===== config.mk =====
export PLATFORM = sky130hd
export DESIGN_NAME = alu_arbiter
export DESIGN_NICKNAME = d
export VERILOG_FILES = /design/src/rtl/alu_arbiter.sv
export SDC_FILE = /design/constraint.sdc
export NUM_CORES = 1
export LEC_CHECK = 0
export ABC_AREA = 0
export CAP_MARGIN = 40
export CORE_AREA = 4 4 124 126
export CTS_CLUSTER_DIAMETER = 150
export CTS_CLUSTER_SIZE = 8
export DETAILED_ROUTE_END_ITERATION = 10
export DIE_AREA = 0 0 128 130
export GPL_TIMING_DRIVEN = 0
export PLACE_DENSITY = 0.8
export SYNTH_ARGS = -nofsm -noshare
export SYNTH_HDL_FRONTEND = slang
export SYNTH_SLANG_ARGS = --single-unit

===== constraint.sdc =====
create_clock -name clk -period 3 [get_ports clk]
set_input_delay 0.6 -clock clk [delete_from_list [all_inputs] [get_ports clk]]
set_output_delay 0.6 -clock clk [all_outputs]
set_load 0.005 [all_outputs]

===== src/rtl/alu_arbiter.sv =====
// alu_arbiter: shares one combinational ALU between two clients.
//
// A winner is picked in IDLE and its operands are latched on the request
// handshake. The ALU is evaluated from those registers in EXEC, the result
// is captured, and it is held on the winner's response channel in RESP until
// that client takes it.
//
// Build option: ALU_ARB_RR_EN
//   defined   -> round-robin on contention (the client that was not granted last wins)
//   undefined -> fixed priority (client 0 wins contention)
//
// Ports
//   clk, rst                 clock, synchronous active-high reset
//   req_valid_i/req_ready_o  per-client request handshake (bit i = client i)
//   req_op1_i/req_op2_i      per-client operands, client i at [i*DWIDTH +: DWIDTH]
//   req_sel_i                per-client ALU select, client i at [i*2 +: 2]
//   rsp_valid_o/rsp_ready_i  per-client response handshake
//   rsp_res_o                shared result bus, meaningful where rsp_valid_o is set
//   alu_op1_o/alu_op2_o/alu_sel_o  to the shared ALU (held at latched values)
//   alu_res_i                from the shared ALU
//   busy_o                   FSM not in IDLE
//   op_cnt_o                 completed responses, wraps
module alu_arbiter #(
    parameter int DWIDTH = 32
) (
    input  logic                clk,
    input  logic                rst,
    input  logic [1:0]          req_valid_i,
    output logic [1:0]          req_ready_o,
    input  logic [2*DWIDTH-1:0] req_op1_i,
    input  logic [2*DWIDTH-1:0] req_op2_i,
    input  logic [3:0]          req_sel_i,
    output logic [1:0]          rsp_valid_o,
    input  logic [1:0]          rsp_ready_i,
    output logic [DWIDTH-1:0]   rsp_res_o,
    output logic [DWIDTH-1:0]   alu_op1_o,
    output logic [DWIDTH-1:0]   alu_op2_o,
    output logic [1:0]          alu_sel_o,
    input  logic [DWIDTH-1:0]   alu_res_i,
    output logic                busy_o,
    output logic [DWIDTH-1:0]   op_cnt_o
);

    localparam int NUM_CLI = 2;

    typedef enum logic [1:0] {IDLE, EXEC, RESP} state_t;

    state_t                           state_q, state_d;
    logic [DWIDTH-1:0]                op1_q, op2_q, res_q, cnt_q;
    logic [1:0]                       sel_q;
    // last_grant_q doubles as the id of the request in flight: it is written
    // only on a handshake, so during EXEC/RESP it names the current client.
    logic                             last_grant_q;
    logic                             win;
    logic                             req_hs, rsp_hs;

    logic [NUM_CLI-1:0][DWIDTH-1:0]   op1_cli, op2_cli;
    logic [NUM_CLI-1:0][1:0]          sel_cli;

    for (genvar g = 0; g < NUM_CLI; g++) begin : g_cli
        assign op1_cli[g] = req_op1_i[g*DWIDTH +: DWIDTH];
        assign op2_cli[g] = req_op2_i[g*DWIDTH +: DWIDTH];
        assign sel_cli[g] = req_sel_i[g*2 +: 2];
    end

    // Winner is only meaningful when at least one valid is set.
    always_comb begin
`ifdef ALU_ARB_RR_EN
        win = (&req_valid_i) ? ~last_grant_q : ~req_valid_i[0];
`else
        win = ~req_valid_i[0];
`endif
    end

    // A ready always goes to someone when any valid is up in IDLE, so the
    // handshake reduces to "IDLE and any valid". Ready is masked during reset
    // so nothing looks accepted on a cycle that will be discarded.
    assign req_hs = (state_q == IDLE) && (|req_valid_i) && !rst;
    assign rsp_hs = (state_q == RESP) && rsp_ready_i[last_grant_q];

    always_comb begin
        state_d     = state_q;
        req_ready_o = '0;
        rsp_valid_o = '0;
        case (state_q)
            IDLE: begin
                if (req_hs) begin
                    req_ready_o[win] = 1'b1;
                    state_d          = EXEC;
                end
            end
            EXEC: state_d = RESP;
            RESP: begin
                rsp_valid_o[last_grant_q] = 1'b1;
                if (rsp_hs) state_d = IDLE;
            end
            default: state_d = IDLE;
        endcase
    end

    always_ff @(posedge clk) begin
        if (rst) begin
            state_q      <= IDLE;
            op1_q        <= '0;
            op2_q        <= '0;
            sel_q        <= '0;
            res_q        <= '0;
            cnt_q        <= '0;
            last_grant_q <= 1'b1;   // client 0 wins the first contention
        end else begin
            state_q <= state_d;
            if (req_hs) begin
                op1_q        <= op1_cli[win];
                op2_q        <= op2_cli[win];
                sel_q        <= sel_cli[win];
                last_grant_q <= win;
            end
            if (state_q == EXEC) res_q <= alu_res_i;
            if (rsp_hs) cnt_q <= cnt_q + 1'b1;
        end
    end

    assign alu_op1_o = op1_q;
    assign alu_op2_o = op2_q;
    assign alu_sel_o = sel_q;
    assign rsp_res_o = res_q;
    assign busy_o    = (state_q != IDLE);
    assign op_cnt_o  = cnt_q;

endmodule


==> impl_metrics.json <==
{
  "outcome": "completed",
  "fp.dieArea_um2": 16600,
  "pre_cts_slack_ns": -0.517,
  "synthMuxAreaShare_pct": 8.89,
  "postLayoutSetupSlackWorst_ns": 0.113,
  "fin_nets": 1107,
  "synthSimpleGateAreaFrac_pct": 19.3,
  "drcViolationCount": 0,
  "synth_compound_area_share_pct": 17.6,
  "synthFlopType": "dfxtp_1",
  "syn_inst": 611,
  "antenna_left": 0,
  "worstSkewPairLatency_ns": 0.42,
  "path_cells": "clkdlybuf4s50_1 -> nor4b_4 -> buf_6 -> clkdlybuf4s50_1",
  "reg2reg_slack_ns": 0.55,
  "min_period_ns": 2.89,
  "vias_per_cell": 5.15,
  "fin_cells": 1133,
  "io_buffers": 303,
  "fin_skew_ns": 0.0152,
  "crit_path_top_delay_cell": "clkdlybuf4s50_1",
  "antenna_found_initial": 0,
  "drt_wl_total_um": 19300,
  "clock.fmax_ghz": 0.346,
  "avgSynthCellArea_um2": 8.94,
  "rsz0062_at_grt": "false",
  "worstSetupPathType": "primary input to output pin",
  "worst_slew_pin_slew_ns": 0.790,
  "tritoncts": "yes",
  "io_pins": 305,
  "maxCapViolCount": 0,
  "dieHeight_um": 130,
  "startpoint_type": "primary input",
  "overflow": 0,
  "ys_ff_latch": 133,
  "period_share_pct": 96.2,
  "comb_power_share_pct": 18.3,
  "synth_cell_types": 39,
  "async_flop_share_pct": 0,
  "clkSinkCount": 133,
  "switchingPower_w": 0.00122,
  "placed_area_um2": 8740,
  "synthToLayoutAreaGrowth_pct": 72.0,
  "final_area_um2": 9390,
  "ctsHoldBuffers": 0,
  "fp.coreArea_um2": 14300,
  "reg2reg_to": "op_cnt_o[18]",
  "numCtsBuffers": 17,
  "multiInputGateArea_um2": 2610,
  "dpl.hpwl_um": 14900,
  "cts_root_buffer": "clkbuf_16",
  "synth_xor_area_share_pct": 1.28,
  "crit_cells": 4,
  "clkPwrFrac_pct": 42.5,
  "synthAdderAreaFrac_pct": 0.229,
  "syn-num-nets": 782,
  "grt_pass1_vias": 5498,
  "slowest_delay_ns": 0.58,
  "setup-tns-final_ns": 0,
  "end_kind": "output pin",
  "cts_buffer_depth": 2,
  "path_common_cell": "clkdlybuf4s50_1",
  "ir_drop_uv": 359,
  "mostFrequentLayoutCell": "clkdlybuf4s50_1",
  "grt_start_max_net_pins": 17,
  "route.vias.total": 5834,
  "power_w": 0.00499,
  "rr_startpoint": "op_cnt_o[0]",
  "drt-initial-drc-count": 376,
  "gp_congestion": 0.813,
  "layout-drive-gt1-share_pct": 5.48,
  "fillCellCount": 1218,
  "hold_class": "register to register",
  "hold_viol_final": 0,
  "dr.pass1.iters": 5,
  "htreeDepth": 4,
  "maxSlewHeadroom_pct": 46.9,
  "most-common-layout-cells": "clkdlybuf4s50_1, dfxtp_1, nor2_1, nand2_1, a21oi_1",
  "synth_edf_count": 0,
  "synth_top_family_by_area": "simple AND/OR/NAND/NOR gates",
  "synth_warnings": 0,
  "critPathCapture": "req_ready_o[1]",
  "seqPwrFrac_pct": 39.2,
  "setup_violations": 0,
  "grt_use_total_pct": 22.2,
  "p_int_w": 0.00378,
  "syn_area_um2": 5460,
  "wl_per_cell_um": 17.1,
  "diodes": 0,
  "worst-path-max-fanout": 10,
  "crit_family": "buffers and inverters",
  "clkTransAtPathRegs_ns": 0.06,
  "drv_slew": 0,
  "die_width_um": 128,
  "p_per_area_nw_per_um2": 532,
  "cp_num_buf_inv": 3,
  "dp_cells": 1099,
  "r2r_cells": 6,
  "yosysSeqAreaShare_pct": 48.8,
  "cp.required_ns": 2.40,
  "grt_first_pass_wirelength_um": 28900,
  "crit_start": "rst",
  "switching_share_pct": 24.3,
  "p_leak_nw": 3.40,
  "initial_core_util_pct": 38.2,
  "rows": 44,
  "arrival_ns": 2.29,
  "seqCellArea_um2": 2660
}
==> sequential cells by signal, indices dropped and copies added (netlist names) <==
register and count:
alu_op2_o 32, state_q 2, alu_sel_o 2, rsp_res_o 32
alu_op1_o 32, op_cnt_o 32, last_grant_q 1
==> per-layer routing <==
layer / routed length [um] / vias up / GRT usage (%)
met2: 9740 / 227 / 38.3
met5: 0 / - / 0
li1: - / 2869 / -
met4: 307 / 0 / 6.99
met3: 1600 / 19 / 7.86
met1: 7680 / 2719 / 25.8
==> through the flow <==
step	util (%)	hold WS, ns
6_report	65.6	0.450
5_1_grt	65.6	0.468
4_1_cts	65.5	0.454
3_3_place_gp	61.0	0.441
3_5_place_dp	61.0	0.446
2_1_floorplan	-	0.453
==> cells in the mapped netlist (all sizes together), types with 2 or more instances <==
cell type	number	area share, %
o21ai	7	0.64
nor2b	6	0.69
xor2	2	0.32
buf	14	1.2
mux2	4	0.82
nand3	6	0.55
clkbuf	37	2.5
nor2	86	5.9
o31ai	11	1.5
nor4b	2	0.44
dfxtp	133	49
nand2b	2	0.23
or4	13	1.8
a21oi	53	4.9
or3	9	1.0
nand2	74	5.1
and4	2	0.32
or2	4	0.46
a222oi	23	4.2
a211oi	43	5.9
nor4	5	0.57
mux2i	44	8.1
xnor2	6	0.96
inv	3	0.21
nand4	10	1.1
nor3b	3	0.41
==> worst min-delay path, delay by kind of cell, from the launching register on <==
kind,cells,cell delay [ns]
flip-flops,1,0.30
AND/OR/NAND/NOR,1,0.05
AO/OA/AOI/OAI,1,0.05
==> worst min-delay path by stage <==
stage	start	endpoint	cells past startpoint
6_report	rsp_res_o[17]	rsp_res_o[17]	2
5_1_grt	rsp_res_o[30]	rsp_res_o[30]	2
4_1_cts	rsp_res_o[17]	rsp_res_o[17]	2
3_5_place_dp	rsp_res_o[17]	rsp_res_o[17]	2
3_3_place_gp	rsp_res_o[28]	rsp_res_o[28]	2
2_1_floorplan	rsp_res_o[0]	rsp_res_o[0]	2
==> layout make-up <==
cell class / count / share of cell area [%]
flip-flops and latches: 133 / 28.3
clock inverters: 12 / 1.63
well taps: 184 / 2.45
plain buffers: 51 / 2.29
clock buffers: 20 / 4.86
repair buffers: 306 / 32.6
multi-input cells: 424 / 27.7
inverters: 3 / 0.120
==> what timing repair did <==
action | CTS | global route
pin swaps | 1 | 2
gates resized for setup | 7 | 4
endpoints found under the setup margin | 2 | 2
setup buffers | 1 | 1
==> logic make-up after synthesis <==
kind of cell / count (synthesis)
multiplexers: 48
AND/OR/NAND/NOR: 227
flip-flops: 133
buffers and inverters: 54
AO/OA/AOI/OAI: 140
adder cells (fa/ha/maj): 1
XOR/XNOR: 8
==> power groups by stage <==
stage | sequential [W] | combinational [W] | clock, W
2_1_floorplan | 0.00200 | 0.000321 | 0
3_3_place_gp | 0.00199 | 0.000904 | 0
3_5_place_dp | 0.00200 | 0.000911 | 0
4_1_cts | 0.00196 | 0.000923 | 0.00216
5_1_grt | 0.00197 | 0.000992 | 0.00225
6_report | 0.00196 | 0.000916 | 0.00212
Power figures use the tool's default switching activity.
